`src/rtl/park_pkg.sv`:
```
// Shared types and helpers for the parking-lot controller slice.
// Tokens are 3-bit spot indices scrambled with a pattern XOR.
package park_pkg;

    localparam int SPOT_W    = 3;
    localparam int NUM_SPOTS = 8;

    typedef enum logic [1:0] {
        IDLE,
        ENTER,
        EXIT,
        RELEASE
    } park_state_t;

    // XOR is self-inverse, so this both encrypts and decrypts.
    function automatic logic [SPOT_W-1:0] park_xor(
        input logic [SPOT_W-1:0] token,
        input logic [SPOT_W-1:0] pattern
    );
        return token ^ pattern;
    endfunction

endpackage

```
`src/rtl/park_if.sv`:
```
// Gate-side entry/exit handshake bundle for the parking controller.
// master = gate request logic, slave = parking_controller.
interface park_if;
    import park_pkg::*;

    logic              enter_req;
    logic              enter_ack;
    logic              enter_rej;
    logic [SPOT_W-1:0] token_out;
    logic              exit_req;
    logic [SPOT_W-1:0] exit_token;
    logic              exit_ack;
    logic              exit_err;
    logic [SPOT_W-1:0] park_number;

    modport master (
        output enter_req, exit_req, exit_token,
        input  enter_ack, enter_rej, token_out,
        input  exit_ack, exit_err, park_number
    );

    modport slave (
        input  enter_req, exit_req, exit_token,
        output enter_ack, enter_rej, token_out,
        output exit_ack, exit_err, park_number
    );

endinterface

```
`src/rtl/park_free_finder.sv`:
```
// Lowest-free-spot priority encoder over the occupancy map.
// any_free is low when every spot is taken.
module park_free_finder
    import park_pkg::*;
(
    input  logic [NUM_SPOTS-1:0] occ_map,
    output logic [SPOT_W-1:0]    spot,
    output logic                 any_free
);

    always_comb begin
        spot     = '0;
        any_free = 1'b0;
        for (int i = NUM_SPOTS - 1; i >= 0; i--) begin
            if (!occ_map[i]) begin
                spot     = SPOT_W'(i);
                any_free = 1'b1;
            end
        end
    end

endmodule

```
`src/rtl/parking_controller.sv`:
```
// Entry/exit sequencer with 8-spot occupancy map and XOR tokens.
// Define PARK_EXIT_CHECK_EN to flag exits that decode to a free spot.
module parking_controller #(
    parameter int                          NUM_SPOTS   = 8,
    parameter logic [park_pkg::SPOT_W-1:0] PATTERN_RST = 3'b101
) (
    input  logic                          clk,
    input  logic                          rst_n,
    input  logic                          cfg_load,
    input  logic [park_pkg::SPOT_W-1:0]   cfg_pattern,
    park_if.slave                         bus,
    output logic                          lot_full,
    output logic [NUM_SPOTS-1:0]          occ_map
);
    import park_pkg::*;

    park_state_t          state;
    logic [SPOT_W-1:0]    pattern;
    logic [SPOT_W-1:0]    free_spot;
    logic [SPOT_W-1:0]    exit_spot;
    logic                 any_free;
    logic [NUM_SPOTS-1:0] occ_q;
    logic [NUM_SPOTS-1:0] occ_nxt;
    logic                 enter_ack_q;
    logic                 enter_rej_q;
    logic                 exit_ack_q;
    logic [SPOT_W-1:0]    token_q;
    logic [SPOT_W-1:0]    park_q;

    park_free_finder u_finder (
        .occ_map  (occ_q),
        .spot     (free_spot),
        .any_free (any_free)
    );

    assign exit_spot = park_xor(bus.exit_token, pattern);

    // Clearing an already-free bit is harmless, so exit always clears.
    always_comb begin
        occ_nxt = occ_q;
        unique case (state)
            ENTER:   if (any_free) occ_nxt[free_spot] = 1'b1;
            EXIT:    occ_nxt[exit_spot] = 1'b0;
            default: ;
        endcase
    end

`ifdef PARK_EXIT_CHECK_EN
    logic exit_err_q;
    assign bus.exit_err = exit_err_q;
`else
    assign bus.exit_err = 1'b0;
`endif

    always_ff @(posedge clk) begin
        if (!rst_n) begin
            state       <= IDLE;
            pattern     <= PATTERN_RST;
            occ_q       <= '0;
            lot_full    <= 1'b0;
            enter_ack_q <= 1'b0;
            enter_rej_q <= 1'b0;
            exit_ack_q  <= 1'b0;
            token_q     <= '0;
            park_q      <= '0;
`ifdef PARK_EXIT_CHECK_EN
            exit_err_q  <= 1'b0;
`endif
        end else begin
            enter_ack_q <= 1'b0;
            exit_ack_q  <= 1'b0;
            occ_q       <= occ_nxt;
            lot_full    <= &occ_nxt;
            unique case (state)
                IDLE: begin
                    if (bus.exit_req) begin
                        state <= EXIT;
                    end else if (bus.enter_req) begin
                        state <= ENTER;
                    end else if (cfg_load) begin
                        pattern <= cfg_pattern;
                    end
                end
                ENTER: begin
                    enter_ack_q <= 1'b1;
                    enter_rej_q <= !any_free;
                    if (any_free) begin
                        token_q <= park_xor(free_spot, pattern);
                    end
                    state <= RELEASE;
                end
                EXIT: begin
                    exit_ack_q <= 1'b1;
                    park_q     <= exit_spot;
`ifdef PARK_EXIT_CHECK_EN
                    exit_err_q <= !occ_q[exit_spot];
`endif
                    state <= RELEASE;
                end
                RELEASE: begin
                    if (!bus.enter_req && !bus.exit_req) begin
                        state <= IDLE;
                    end
                end
                default: state <= IDLE;
            endcase
        end
    end

    assign bus.enter_ack   = enter_ack_q;
    assign bus.enter_rej   = enter_rej_q;
    assign bus.token_out   = token_q;
    assign bus.exit_ack    = exit_ack_q;
    assign bus.park_number = park_q;
    assign occ_map         = occ_q;

endmodule
```
`src/flat_wrapper.sv`:
```
// flat-port wrapper written by rule: the top's interface ports become plain ports
module parking_controller_flat import park_pkg::*;
#(
    parameter int                          NUM_SPOTS   = 8,
    parameter logic [park_pkg::SPOT_W-1:0] PATTERN_RST = 3'b101
)
  (clk, rst_n, cfg_load, cfg_pattern, lot_full, occ_map, bus_enter_req, bus_exit_req, bus_exit_token, bus_enter_ack, bus_enter_rej, bus_token_out, bus_exit_ack, bus_exit_err, bus_park_number);
  park_if bus_i ();
  input  logic clk;
  input  logic rst_n;
  input  logic cfg_load;
  input  logic [park_pkg::SPOT_W-1:0] cfg_pattern;
  output logic lot_full;
  output logic [NUM_SPOTS-1:0] occ_map;
  input wire logic [$bits(bus_i.enter_req)-1:0] bus_enter_req;
  input wire logic [$bits(bus_i.exit_req)-1:0] bus_exit_req;
  input wire logic [$bits(bus_i.exit_token)-1:0] bus_exit_token;
  output wire logic [$bits(bus_i.enter_ack)-1:0] bus_enter_ack;
  output wire logic [$bits(bus_i.enter_rej)-1:0] bus_enter_rej;
  output wire logic [$bits(bus_i.token_out)-1:0] bus_token_out;
  output wire logic [$bits(bus_i.exit_ack)-1:0] bus_exit_ack;
  output wire logic [$bits(bus_i.exit_err)-1:0] bus_exit_err;
  output wire logic [$bits(bus_i.park_number)-1:0] bus_park_number;
  assign bus_i.enter_req = bus_enter_req;
  assign bus_i.exit_req = bus_exit_req;
  assign bus_i.exit_token = bus_exit_token;
  assign bus_enter_ack = bus_i.enter_ack;
  assign bus_enter_rej = bus_i.enter_rej;
  assign bus_token_out = bus_i.token_out;
  assign bus_exit_ack = bus_i.exit_ack;
  assign bus_exit_err = bus_i.exit_err;
  assign bus_park_number = bus_i.park_number;
  parking_controller #(.NUM_SPOTS(NUM_SPOTS), .PATTERN_RST(PATTERN_RST)) u_core (.clk(clk), .rst_n(rst_n), .cfg_load(cfg_load), .cfg_pattern(cfg_pattern), .bus(bus_i), .lot_full(lot_full), .occ_map(occ_map));
endmodule
```
`config.mk`:
```
export PLATFORM = sky130hd
export DESIGN_NAME = parking_controller_flat
export DESIGN_NICKNAME = d
export VERILOG_FILES = /design/src/rtl/park_pkg.sv /design/src/rtl/park_if.sv /design/src/rtl/park_free_finder.sv /design/src/rtl/parking_controller.sv /design/src/flat_wrapper.sv
export SDC_FILE = /design/constraint.sdc
export NUM_CORES = 1
export LEC_CHECK = 0
export BUFFER_PORTS_ARGS = -buffer_cell sky130_fd_sc_hd__buf_4
export CAP_MARGIN = 10
export CELL_PAD_IN_SITES_DETAIL_PLACEMENT = 1
export CELL_PAD_IN_SITES_GLOBAL_PLACEMENT = 1
export CORE_MARGIN = 3
export CORE_UTILIZATION = 34
export CTS_BUF_LIST = sky130_fd_sc_hd__clkbuf_16
export CTS_CLUSTER_SIZE = 20
export DETAILED_ROUTE_END_ITERATION = 16
export PLACE_DENSITY = 0.72
export SLEW_MARGIN = 20
export SYNTH_ARGS = -nofsm -noshare
export SYNTH_HDL_FRONTEND = slang
export SYNTH_SLANG_ARGS = --single-unit
```
`constraint.sdc`:
```
create_clock -name clk -period 1.87 [get_ports clk]
set_input_delay 0.4675 -clock clk [delete_from_list [all_inputs] [get_ports clk]]
set_output_delay 0.4675 -clock clk [all_outputs]
set_load 0.01 [all_outputs]
```
==> flow_summary.yaml, run 1 <==
power:
  peakVddDrop_v: 0.0006268
  power_density_nw_per_um2: 1308
  leakage_nw: 0.6584
placed_design:
  gp_congestion: 0.8985
  hpwl_um: 2622
  place_ws_ps: -56.95
  io_buffers: 28
synth:
  yosys-top-cells-count: "dfxtp_1, nor2_1, nand2_1, and2_1"
  synth_top_area_share_pct: 39.40
  synth.largest_area_cell: "dfxtp_1"
  synth_edf_count: 0
  synthCells: 133
  synth_most_common_cell: "dfxtp_1"
  ys_ff_latch: 23
  yosysWarnings: 0
  syn_nets: 149
  async_flop_share_pct: 0
  syn_area_per_cell_um2: 8.787
  synthFlopType: "dfxtp_1"
  ys_top_cells_by_area: "dfxtp_1, ha_1, mux2i_1, nor2_1, a211oi_1"
  yosysSeqAreaShare_pct: 39.40
  synth_area_um2: 1169
  ys_types: 38
drt:
  wl_per_cell_um: 16.08
  routed_wl_um: 3441
  antenna_left: 0
  drt_first_pass_iters: 6
  vias: 1101
  vias_per_cell: 5.145
  drt-initial-drc-count: 101
  drc: 0
timing:
  fin_skew_ps: 2.942
  setup_ws_ps: 73.58
  fmax_ghz: 0.5567
  timing_max_transition_violations_final: 0
  post-route-period-util_pct: 96.07
  worst_hold_slack_ps: 425.8
  finalSetupViolCount: 0
  hold_viol_final: 0
  min_period_ps: 1796
worst_setup_path:
  cp-end-kind: "register"
  cp.required_ps: 2010
  cp-start-kind: "register"
  reg2reg_depth: 7
  reg2reg_to: "u_core.lot_full"
  rr_startpoint: "u_core.state[0]"
  cp_max_fo: 6
  cp_data_arrival_time_ps: 1930
  critPathKind: "register to register"
  reg2reg_setup_slack_ps: 70
min_path:
  worstHoldPathCells: 3
  min_to: "u_core.pattern[2]"
  hold_start: "cfg_pattern[2]"
  hp-class: "primary input to register"
clock_tree:
  cts-hold-fix-buffers: 0
  ctsLongestPathBuffers: 2
  clock_latency_ps: 250
  cts_tree: "built"
  cts-htree-levels: 1
  cts.sinks: 23
  cts-buffers-inserted: 3
  cts.clk_slew.worst_paths_ps: 60
  root_buffer: "clkbuf_16"
cells_and_area:
  drive_above_1_share_pct: 35.29
  nNetsFinal: 187
  n_antenna_cell: 0
  nFillCells: 398
  syn_to_final_growth_pct: 39.29
global_route:
  grt_max_degree: 14
  use_met3_pct: 3.986
  antenna_found_initial: 0
  grt_pass1_wl_um: 5637
  grt_pass1_vias: 1168
  use_met1_pct: 20.34
  use_met2_pct: 30.54
  busiest_layer: "met2"
  grt-ovfl-total: 0
  groute.usage.overall_pct: 17.50
die:
  rows: 20
  die-area_um2: 4176
  io_pins: 30
  die_h_um: 64.63
  die_w_um: 64.63
  coreArea_um2: 3153
  start_util_pct: 37.06
job:
  maxCapViolations: 0
outcome:
  status: "completed"
[area by class of cell]
type,count,area [µm²],share of cell area (%)
sequential,23,461.7,28.36
clock buffer,3,75.07,4.612
inverter,4,15.01,0.9224
multi-input combinational,99,715.7,43.97
tap,44,55.05,3.382
timing repair buffer,40,300.3,18.45
clock inverter,1,5.005,0.3075
[cells in the final DEF, fill, tap and decap left out, drive strengths merged, types with 2 or more instances in the layout]
master,Yosys,routed
nand2,12,12
ha,5,5
and4,2,2
inv,4,4
a211oi,6,6
mux2i,6,6
nor2b,2,2
xnor2,5,5
and2,7,7
a31oi,2,2
nand4,4,4
o22ai,2,2
xor2,3,3
nand2b,3,3
nand3,2,2
and3,2,2
dfxtp,23,23
buf,3,40
a21oi,3,3
o21ai,4,4
nor4,3,3
nor2,15,15
clkbuf,4,3
[metal layers]
layer / wire (µm) / part of all wire, %
met5: 0 / 0
met2: 1837 / 53
met4: 46 / 1.3
met1: 1440 / 42
met3: 116 / 3.4
[cell families (layout without fill, tap and decap cells)]
group	after synthesis	count (layout)	share of synthesized area (%)
compound gates	25	25	15.42
xor+xnor	8	8	5.996
fa+ha+maj	5	5	5.353
buf+inv	11	48	4.068
flops	23	23	39.40
mux	6	6	5.139
other cells	1	1	0.3209
simple gates	54	54	24.30
[power by group]
group | internal, W | switching [W] | total, W
Sequential | 0.000593 | 0.0000726 | 0.000665
Clock | 0.000288 | 0.000178 | 0.000465
Combinational | 0.000498 | 0.000501 | 0.000999
Total | 0.00138 | 0.000751 | 0.00213
[worst max-delay path: stages, from the launching register on]
cell,delay (ps)
dfxtp_2,340
inv_1,80
buf_4,140
ha_1,200
or3b_4,450
a32o_1,290
nand4_1,130
nor4_2,50
[state kept, by name, indices dropped and copies added (netlist names)]
register,count
u_core.bus.enter_ack,1
u_core.bus.enter_rej,1
u_core.bus.exit_ack,1
u_core.bus.park_number,3
u_core.bus.token_out,3
u_core.lot_full,1
u_core.occ_map,8
u_core.pattern,3
u_core.state,2
[through the flow]
stage | TNS (ps) | total power, W | instance area (µm²) | instances | util [%]
after global routing | -14.19 | 0.002292 | 1628 | 214 | 51.63
after floorplan | 0 | 0.001160 | 1169 | 133 | -
final | 0 | 0.002129 | 1628 | 214 | 51.63
after global placement | 0 | 0.001506 | 1484 | 209 | 47.06
after CTS | 0 | 0.002096 | 1589 | 213 | 50.40
after detailed placement | -98.76 | 0.001548 | 1484 | 209 | 47.06
[how the worst max path moves through the flow]
stage                          from               to  slack, ps  depth (start not counted)
floorplan           u_core.state[0]  u_core.lot_full          6                          6
global placement    u_core.state[0]  u_core.lot_full         30                          6
detailed placement  u_core.state[0]  u_core.lot_full        -60                          6
CTS                 u_core.state[0]  u_core.lot_full         30                          7
global route        u_core.state[0]  u_core.lot_full        -10                          8
finish              u_core.state[0]  u_core.lot_full         70                          7
[timing repair]
action,in CTS,in global routing
gates cloned,0,0
buffers inserted,0,1
endpoints found under the hold margin,0,0
gates resized for setup,5,10
setup endpoints to repair,5,4
pin swaps,1,3
Note: power is estimated with default switching activity, not from simulation.
==> inputs of run 2 (changes only) <==
- RECOVER_POWER: unset -> 25
==> flow_summary.yaml, run 2 (synthesized netlist as in run 1, its figures left out) <==
cells_and_area:
  layout_common_cells: "buf_4, dfxtp_1, nor2_1"
  nNetsFinal: 187
  n_antenna_cell: 0
  finalNonFillerCells: 214
  syn_to_final_growth_pct: 36.40
  largest_reg_flops: 8
  layout_commonest_cell: "buf_4"
  drive_above_1_share_pct: 30.00
worst_setup_path:
  slowest_delay_ps: 450
  reg2reg_setup_slack_ps: 70
  cp-start-kind: "register"
  crit_family: "simple AND/OR/NAND/NOR gates"
  critPathKind: "register to register"
  cp_num_buf_inv: 2
  cp_cell_sequence: "inv_1 -> buf_4 -> ha_1 -> or3b_4 -> a32o_1 -> nand4_1 -> nor4_2"
  cp-end-kind: "register"
  cp_slowest_cell: "or3b_4"
  cp_max_fo: 6
  cp_data_arrival_time_ps: 1930
  cp.required_ps: 2010
timing:
  finalSetupViolCount: 0
  hold_viol_final: 0
  post-route-period-util_pct: 96.06
  fmax_ghz: 0.5567
  timing_max_transition_violations_final: 0
  final.setup.tns_ps: 0
  min_period_ps: 1796
  worst_hold_slack_ps: 425.5
  fin_skew_ps: 3.217
placed_design:
  gp_congestion: 0.8985
  dp.cells: 209
  io_buffers: 28
  hpwl_um: 2622
drt:
  drt_first_pass_iters: 6
  wl_per_cell_um: 16.08
  routed_wl_um: 3442
  wl_met1_um: 1436
  routed.top_layer: "met4"
  met3WireLength_um: 119
  routed-wl-met2_um: 1840
  antenna_left: 0
  drt-initial-drc-count: 95
  vias: 1103
  drc: 0
  vias_per_cell: 5.154
clock_tree:
  cts-buffers-inserted: 3
  clock_latency_ps: 250
  cts.sinks: 23
  cts.clk_slew.worst_paths_ps: 60
  cts-hold-fix-buffers: 0
  cts_tree: "built"
  ctsLongestPathBuffers: 2
  root_buffer: "clkbuf_16"
  cts-htree-levels: 1
die:
  io_pins: 30
  coreArea_um2: 3153
  die_w_um: 64.63
  start_util_pct: 37.06
  die-area_um2: 4176
  rows: 20
  die_h_um: 64.63
power:
  power_density_nw_per_um2: 1307
  leakage_nw: 0.6211
  peakVddDrop_v: 0.0006240
global_route:
  grt-ovfl-total: 0
  grt_max_degree: 14
  groute.usage.overall_pct: 17.50
  grt_pass1_vias: 1168
  grt_pass1_wl_um: 5637
  antenna_found_initial: 0
min_path:
  hp-class: "primary input to register"
job:
  maxCapViolations: 0
outcome:
  status: "completed"
[run 2: tightest hold or removal path, stage by stage]
cell     delay [ps]
buf_4            80
mux2i_1          50
nand2_1          60
[run 2: metal layers]
metal	up-vias	track usage, %
li1	543	-
met2	24	30.54
met5	-	0
met1	530	20.34
met3	6	3.986
met4	0	7.652
[run 2: path summary, 6_finish.rpt]
path | startpoint | cells after the start | to
worst max register to register | u_core.state[0] | 7 | u_core.lot_full
worst max-delay path | u_core.state[0] | 7 | u_core.lot_full
worst min register to register | u_core.bus.park_number[1] | 2 | u_core.bus.park_number[1]
worst min-delay path | cfg_pattern[2] | 3 | u_core.pattern[2]
[run 2: report_power, final]
part,internal (W),leakage [nW],total [W],switching [W]
Combinational,0.000452,0.393,0.000953,0.000501
Sequential,0.000593,0.188,0.000664,0.0000711
Clock,0.000288,0.0409,0.000466,0.000178
[run 2: per-stage QoR]
step / setup WS (ps) / utilization [%] / power (W) / cell area (µm²)
3_5_place_dp: -56.95 / 47.06 / 0.001548 / 1484
2_1_floorplan: 5.627 / - / 0.001160 / 1169
6_report: 73.67 / 50.56 / 0.002083 / 1594
5_1_grt: -14.19 / 50.56 / 0.002246 / 1594
4_1_cts: 26.09 / 50.40 / 0.002096 / 1589
3_3_place_gp: 31.42 / 47.06 / 0.001506 / 1484
[run 2: final cells by class]
cell class | instances | area, µm²
Clock buffer | 3 | 75.07
Multi-Input combinational cell | 99 | 715.7
Tap cell | 44 | 55.05
Timing Repair Buffer | 40 | 266.5
Fill cell | 394 | 1559
Inverter | 4 | 15.01
Clock inverter | 1 | 5.005
Sequential cell | 23 | 461.7
[run 2: repair_timing]
item / 4_1_cts / 5_1_grt
hold endpoints to repair: 0 / 0
buffers inserted: 0 / 1
setup endpoints to repair: 5 / 4
gates resized for setup: 5 / 10
pin swaps: 1 / 3
